File: config.mk
export PLATFORM = sky130hd
export DESIGN_NAME = prefetch_queue
export DESIGN_NICKNAME = d
export VERILOG_FILES = /design/src/rtl/prefetch_queue.sv
export SDC_FILE = /design/constraint.sdc
export NUM_CORES = 1
export LEC_CHECK = 0
export CELL_PAD_IN_SITES_DETAIL_PLACEMENT = 2
export CELL_PAD_IN_SITES_GLOBAL_PLACEMENT = 2
export CORE_MARGIN = 2
export CORE_UTILIZATION = 32
export CTS_CLUSTER_DIAMETER = 120
export CTS_CLUSTER_SIZE = 14
export DETAILED_ROUTE_END_ITERATION = 16
export GPL_TIMING_DRIVEN = 0
export PLACE_DENSITY = 0.87
export RECOVER_POWER = 50
export SLEW_MARGIN = 20
export SYNTH_ARGS = -nofsm -noshare
export SYNTH_HDL_FRONTEND = slang
export SYNTH_SLANG_ARGS = --single-unit
File: constraint.sdc
create_clock -name clk -period 2.85 [get_ports clk]
set_clock_uncertainty 0.2 [all_clocks]
set_input_delay 0.7125 -clock clk [delete_from_list [all_inputs] [get_ports clk]]
set_output_delay 0.7125 -clock clk [all_outputs]
set_load 0.02 [all_outputs]
File: src/rtl/prefetch_queue.sv
// rtl/prefetch_queue.sv - byte-wide instruction prefetch queue fed by 16-bit bus fetches
module prefetch_queue #(
    parameter int QUEUE_BYTES = 6
) (
    input  logic                               clk,
    input  logic                               reset,
    input  logic [15:0]                        cs,
    input  logic [15:0]                        new_ip,
    input  logic                               load_new_ip,
    output logic [15:0]                        fetch_ip,
    output logic                               mem_access,
    input  logic                               mem_ack,
    output logic [18:0]                        mem_address,
    input  logic [15:0]                        mem_data,
    input  logic                               fifo_rd_en,
    output logic [7:0]                         fifo_rd_data,
    output logic                               fifo_empty,
    output logic [$clog2(QUEUE_BYTES+1)-1:0]   fifo_count
);
    localparam int CW = $clog2(QUEUE_BYTES + 1);
    localparam int PW = $clog2(QUEUE_BYTES);

    typedef enum logic [1:0] {
        S_IDLE,
        S_FETCH,
        S_FLUSHING
    } state_t;

    state_t        state_q, state_d;
    logic [15:0]   fetch_ip_q, fetch_ip_d;
    logic          mem_access_q, mem_access_d;
    logic [18:0]   mem_address_q, mem_address_d;
    logic          odd_q, odd_d;
    logic [PW-1:0] rd_ptr_q, rd_ptr_d;
    logic [PW-1:0] wr_ptr_q, wr_ptr_d;
    logic [CW-1:0] count_q, count_d;
    logic [7:0]    queue_q [QUEUE_BYTES];

    logic [19:0]   phys_addr;
    logic          issue;
    logic          push;
    logic          pop;
    logic [1:0]    push_bytes;

    function automatic logic [PW-1:0] ptr_inc(input logic [PW-1:0] p);
        return (p == PW'(QUEUE_BYTES - 1)) ? '0 : p + PW'(1);
    endfunction

    assign phys_addr = {cs, 4'h0} + {4'h0, fetch_ip_q};

    always_comb begin
        state_d       = state_q;
        fetch_ip_d    = fetch_ip_q;
        mem_address_d = mem_address_q;
        odd_d         = odd_q;
        rd_ptr_d      = rd_ptr_q;
        wr_ptr_d      = wr_ptr_q;
        count_d       = count_q;
        issue         = 1'b0;
        push          = 1'b0;
        push_bytes    = odd_q ? 2'd1 : 2'd2;
        pop           = fifo_rd_en && (count_q != '0) && !load_new_ip;

        // An odd address only needs one free slot because just the high byte is kept.
        case (state_q)
            S_IDLE: begin
                if (!load_new_ip &&
                    ((count_q <= CW'(QUEUE_BYTES - 2)) ||
                     (fetch_ip_q[0] && (count_q <= CW'(QUEUE_BYTES - 1))))) begin
                    issue   = 1'b1;
                    state_d = S_FETCH;
                end
            end
            S_FETCH: begin
                if (mem_ack) begin
                    state_d = S_IDLE;
                    push    = !load_new_ip;
                end else if (load_new_ip) begin
                    state_d = S_FLUSHING;
                end
            end
            S_FLUSHING: begin
                if (mem_ack) begin
                    state_d = S_IDLE;
                end
            end
            default: state_d = S_IDLE;
        endcase

        mem_access_d = (state_d != S_IDLE);
        if (issue) begin
            mem_address_d = phys_addr[19:1];
            odd_d         = fetch_ip_q[0];
        end

        if (load_new_ip) begin
            fetch_ip_d = new_ip;
            count_d    = '0;
            rd_ptr_d   = '0;
            wr_ptr_d   = '0;
        end else begin
            count_d = count_q + CW'(push ? push_bytes : 2'd0) - CW'(pop);
            if (pop) begin
                rd_ptr_d = ptr_inc(rd_ptr_q);
            end
            if (push) begin
                fetch_ip_d = fetch_ip_q + {14'd0, push_bytes};
                wr_ptr_d   = odd_q ? ptr_inc(wr_ptr_q) : ptr_inc(ptr_inc(wr_ptr_q));
            end
        end
    end

    always_ff @(posedge clk) begin
        if (reset) begin
            state_q       <= S_IDLE;
            fetch_ip_q    <= '0;
            mem_access_q  <= 1'b0;
            mem_address_q <= '0;
            odd_q         <= 1'b0;
            rd_ptr_q      <= '0;
            wr_ptr_q      <= '0;
            count_q       <= '0;
        end else begin
            state_q       <= state_d;
            fetch_ip_q    <= fetch_ip_d;
            mem_access_q  <= mem_access_d;
            mem_address_q <= mem_address_d;
            odd_q         <= odd_d;
            rd_ptr_q      <= rd_ptr_d;
            wr_ptr_q      <= wr_ptr_d;
            count_q       <= count_d;
        end
    end

    // Byte storage needs no reset: the pointers and count define what is valid.
    always_ff @(posedge clk) begin
        if (!reset && push) begin
            if (odd_q) begin
                queue_q[wr_ptr_q] <= mem_data[15:8];
            end else begin
                queue_q[wr_ptr_q]          <= mem_data[7:0];
                queue_q[ptr_inc(wr_ptr_q)] <= mem_data[15:8];
            end
        end
    end

    assign fetch_ip     = fetch_ip_q;
    assign mem_access   = mem_access_q;
    assign mem_address  = mem_address_q;
    assign fifo_count   = count_q;
    assign fifo_empty   = (count_q == '0);
    assign fifo_rd_data = fifo_empty ? 8'h00 : queue_q[rd_ptr_q];

endmodule

### After elaboration in Yosys (flattened, before gate mapping)

Memories as Yosys holds them, arrays and structs flattened. A register that Yosys moved wholly into a read port is not among the register bits.
Index checks and enable logic that the tools add are counted.
Widths: inputs -> output; s select.

| storage, ports and cells | value |
|---|---|
| memory bits (writable) | 48 |
| bits in registers | 48 |
| bits in latches | 0 |
| word-level logic and storage cells | 65 |
| output and inout port bits | 48 |
| memories | 1 |
| memory bits (read-only) | 0 |

| cells by class | value |
|---|---|
| div/mod/pow operators | 0 |
| bitwise logic cells | 1 |
| multiply operators | 0 |
| eq/ne operators | 5 |
| reduce and logical (&&, ||, !) cells | 14 |
| mux-type cells | 27 |
| order comparisons | 2 |
| add/subtract/negate cells | 7 |
| shifts and indexed selects | 0 |

Memories:

| name | words | width | read ports | clocked after Yosys merged registers in | wr ports | RTL line | source |
|---|---|---|---|---|---|---|---|
| queue_q | 6 | 8 | 1 | 1 | 2 | 37 | `logic [7:0] queue_q [QUEUE_BYTES];` |

Operators with widths:

| cell | count |
|---|---|
| $mux 16 | 2 |
| $add 20x16->20 | 1 |
| $mux 3 | 6 |
| $add 16x2->16 | 1 |
| $mux 8 | 2 |
| $mux 2 | 6 |
| $mux 1 | 10 |
| $add 3x1->3 const B | 3 |
| $eq 3x3->1 const B | 3 |
| $le 3x3->1 const B | 2 |
| $pmux 2 s3 | 1 |
| $logic_and 1x1->1 | 5 |
| $reduce_bool 2->1 | 2 |
| $add 3x2->3 | 1 |
| $logic_not 3->1 | 1 |
| $reduce_bool 3->1 | 1 |
| $sub 3x1->3 | 1 |
| $eq 2x1->1 const B | 1 |
| $eq 2x2->1 const B | 1 |
| $logic_not 1->1 | 2 |
| $logic_not 2->1 | 1 |
| $reduce_or 2->1 | 1 |
| $logic_or 1x1->1 | 1 |
| $or 1x1->1 | 1 |

### Longest topological paths before layout

| logic depth | value |
|---|---|
| depth in word-level cells | 7 |
| depth in mapped cells | 9 |
| depth with buffers taken out | 9 |

### Worst setup path before layout

Ideal clock, no wire load.

| timing path | value |
|---|---|
| path type | register to register |
| start point | register count_q[1] (netlist: fifo_count[1]) |
| end point | register count_q[2] (netlist: fifo_count[2]) |
| cell stages (with the launch flop) | 9 |
| path buffers | 0 |
| arrival time | 2.278 ns |
| path slack | 0.248 ns |
| cell sequence | dfxtp_1 nor3_2 nor3b_1 ha_1 inv_1 ha_1 fa_1 xnor2_1 nor2_1 |

| on the way | value |
|---|---|
| longest elaborated chain between the ends | 4 |

RTL lines:

| item | RTL line | source |
|---|---|---|
| start, declared | 36 | `logic [CW-1:0] count_q, count_d;` |
| start signal, assigned | 131 | `count_q <= count_d;` |
| $reduce_bool 3->1 | 62 | `pop = fifo_rd_en && (count_q != '0) && !load_new_ip;` |
| $logic_and 1x1->1 (2 in series) | 62 |  |
| named net pop | 42 | `logic pop;` |
| $sub 3x1->3 | 102 | `count_d = count_q + CW'(push ? push_bytes : 2'd0) - CW'(pop);` |

The timed path passes the listed nets, and every way through them passes these cells.
A chain may end at the register's enable or synchronous reset.

### Final worst setup path

| timing path | value |
|---|---|
| start point | input cs[0] |
| end point | register mem_address_q[12] (netlist: mem_address[12]) |

| on the way | value |
|---|---|
| longest elaborated chain between the ends | 1 |

RTL lines:

| item | RTL line | source |
|---|---|---|
| start, declared | 7 | `input logic [15:0] cs,` |
| $add 20x16->20 | 49 | `assign phys_addr = {cs, 4'h0} + {4'h0, fetch_ip_q};` |
| end signal, assigned | 127 | `mem_address_q <= mem_address_d;` |
| end, declared | 32 | `logic [18:0] mem_address_q, mem_address_d;` |

No other way between the ends.

==> results.md <==
* Wire per inst at about 23 um
* First-pass GRT wire length at roughly 32000 um
* Root Driver: clkbuf_16
* DRT iter0 DRCs at 275
* Slew Limit Fails at 0
* Final wirelength at 21300 um
* P per Cell Area at around 480 mW/mm^2
* Number of synthesized flops with an enable pin at 48
* Static leakage at 2.67 nW
* Synth cell types at 55
* Final hold viol count at 0
* Skew-Pair Late Insertion Delay at between 0.3 and 0.4 ns
* DPL Wire Length at 14900 um
* Unrepaired setup endpoints after global routing: yes
* Yosys reg bits at 99
* CP arrival at approximately 2.9 ns
* Setup crit start kind: input pin
* Area of the multi-input gates at approximately 0.0029 mm^2
* Via density per instance at ~5.4
* Area of the die at approximately 0.018 mm^2
* Max Root-Sink Buffers at 2
* Synth area leader: edfxtp_1
* Simple-Gate Fraction of Synth Area at 0.206
* Synth warn at 0
* Prevailing post-synth register cell: dfxtp_1
* Die Y at between 100 and 150 um
* Maximum fanout along the worst path at 4
* GPL Wtd Cong at around 0.87
* Final period util at 0.999
* Syn nets at around 660
* Most common cell in the netlist: nor2_1
* # setup viols final at 0
* Top cells by count, synth: nor2_1 (103), a21oi_1 (90), dfxtp_1 (51), nand2_1 (51), edfxtp_1 (48)
* Largest family of logic cells by synthesized area: simple AND/OR/NAND/NOR gates
* Tmin final at 2.85 ns
* Pre-CTS WS at -0.779 ns
* Setup WS post-layout at approximately 0.0029 ns
* H-tree depth at 3
* Mapped Cells at 583
* Clock sinks at approximately 100
* Max-cap viol count at 0
* Num CTS Buffers at 9
* Synthesized area at approximately 0.0054 mm^2
* Total core area at 0.0166 mm^2
* Avg Inst Size Synth at between 9 and 10 um^2
* Hold buffer count at cts at 0
* Fill cells at about 1800
* I/O pin total at around 100
* Cell area after layout at 0.00720 mm^2
* WP data required at about 2.9 ns
* Grt ovf at 0
* Die width at between 100 and 150 um
* Ys async rst share at 0
* Post-synthesis mux area share at 0.0794
* Kind of critical path: in2reg
* GR Util All Layers at 0.234
* Initial Utilization at 0.327
* Vias in the first global route at ~5600
* Worst Hold Class: reg2reg
* Outcome: finished, final reports clean
* Relative slew slack at 0.279
* Nets@finish at 777
* Via count at 5060
* # diodes at 0
* Port-buffer cells at 99
* Synth Area in Compound Gates at 0.141
* Antenna viol nets, final at 0
* Row count at between 40 and 50
* Post-Synth Adder-Cell Area at 0.0503
* DRC viols at 0
* Register Area at 0.00246 mm^2
* Post-synth top area share at 0.266
* Worst VDD drop at about 0.0003 V
* Critical Path Sink Type: flip-flop
* TritonCTS clock tree: built
* Xor and xnor area share after synthesis at 0.0323
* Pre-antenna DRT Iters at 4
* Initial antenna violation count at 0
* Synth area leaders: edfxtp_1 (27%), dfxtp_1 (19%), a21oi_1 (8.3%)
* Share of layout cells above drive strength 1 at 0.126
* Least-Margin Pin Slew at between 1 and 1.5 ns
* Register area share after synthesis at 0.455
* Placed cell area at ~0.0067 mm^2
* Largest net degree at the start of global routing at 20
* Fmax at roughly 0.35 GHz
* Clock-pin slew on the worst setup and hold paths at approximately 0.07 ns
* Syn-to-layout area delta at 32.9%
-- sequential cells by signal (all words and copies together) (netlist names), named ones only --
register and cells:
fetch_ip 16, fifo_count 3, mem_access 1, mem_address 19, odd_q 1, queue_q 48
rd_ptr_q 3, state_q 2, wr_ptr_q 3
-- kinds of logic (layout without fill, tap and decap cells) --
kind of cell | Yosys count | after routing
AOI/OAI and AO/OA | 130 | 130
DFF | 99 | 99
adders and majority gates | 20 | 20
and+or+nand+nor | 237 | 237
buffers and inverters | 44 | 170
muxes | 33 | 33
xor gates and xnor gates | 20 | 20
-- where the power goes --
| part | leakage, nW | internal (mW) | switching, mW |
|---|---|---|---|
| Sequential | 0.851 | 1.53 | 0.0449 |
| Clock | 0.146 | 0.619 | 0.637 |
| Combinational | 1.67 | 0.258 | 0.331 |
| Total | 2.67 | 2.41 | 1.01 |
-- worst max-delay path: stages --
cell and delay, ns:
clkdlybuf4s50_1 0.49, ha_2 0.23, a21oi_1 0.10, or3b_4 0.43
a211o_4 0.37, and3_1 0.18, o21ai_0 0.22, a21oi_1 0.11
-- cell usage in the layout (no fill, tap or decap), drive strengths merged, types with 13 or more instances in the layout --
cell,n
nor2,103
a21oi,91
nand2,53
dfxtp,51
clkdlybuf4s50,48
edfxtp,48
dlygate4sd3,39
clkbuf,34
mux2i,25
buf,25
ha,17
inv,15
nor3,14
nand3,14
xnor2,13
-- final cells by class --
class / instances / share of cell area
Multi-Input combinational cell: 440 / 0.400
Sequential cell: 99 / 0.342
Timing Repair Buffer: 112 / 0.148
Tap cell: 220 / 0.0382
Clock buffer: 9 / 0.0313
Buffer: 32 / 0.0261
Clock inverter: 7 / 0.00903
Inverter: 10 / 0.00521
-- per-layer routing --
| layer | up-vias | global-route usage | routed length (um) |
|---|---|---|---|
| li1 | 2325 | - | - |
| met1 | 2566 | 0.287 | 8920 |
| met2 | 135 | 0.415 | 11000 |
| met3 | 34 | 0.0359 | 827 |
| met4 | 0 | 0.0877 | 500 |
| met5 | - | 0 | 0 |
-- final timing paths --
path / startpoint / to / slack (ns) / cells past startpoint
setup / recovery: cs[0] / mem_address[12]$_SDFFE_PP0P_ / 0.003 / 8
hold / removal: mem_address[1]$_SDFFE_PP0P_ / mem_address[1]$_SDFFE_PP0P_ / 0.26 / 2
setup reg to reg: odd_q$_SDFFE_PP0P_ / fetch_ip[7]$_SDFFE_PP0P_ / 0.16 / 9
hold reg to reg: mem_address[1]$_SDFFE_PP0P_ / mem_address[1]$_SDFFE_PP0P_ / 0.26 / 2
-- per-stage QoR --
| stage | hold WS (ns) | util | power, mW | std cells | TNS (ns) |
|---|---|---|---|---|---|
| after CTS | 0.266 | 0.432 | 3.42 | 927 | -0.000146 |
| after global routing | 0.292 | 0.434 | 3.53 | 929 | -0.273 |
| final | 0.263 | 0.434 | 3.42 | 929 | 0 |
| after floorplan | 0.260 | - | 1.89 | 583 | 0 |
| after detailed placement | 0.257 | 0.404 | 2.17 | 903 | -35.30 |
| after global placement | 0.247 | 0.403 | 2.14 | 902 | -35.68 |
-- what timing repair did --
action                     4_1_cts  5_1_grt
resized for setup               51       21
hold endpoints to repair         0        0
buffers inserted                 9        3
setup endpoints to repair       64       18
pin swaps                        4        9
No activity file was read; power rests on OpenSTA's default activity.
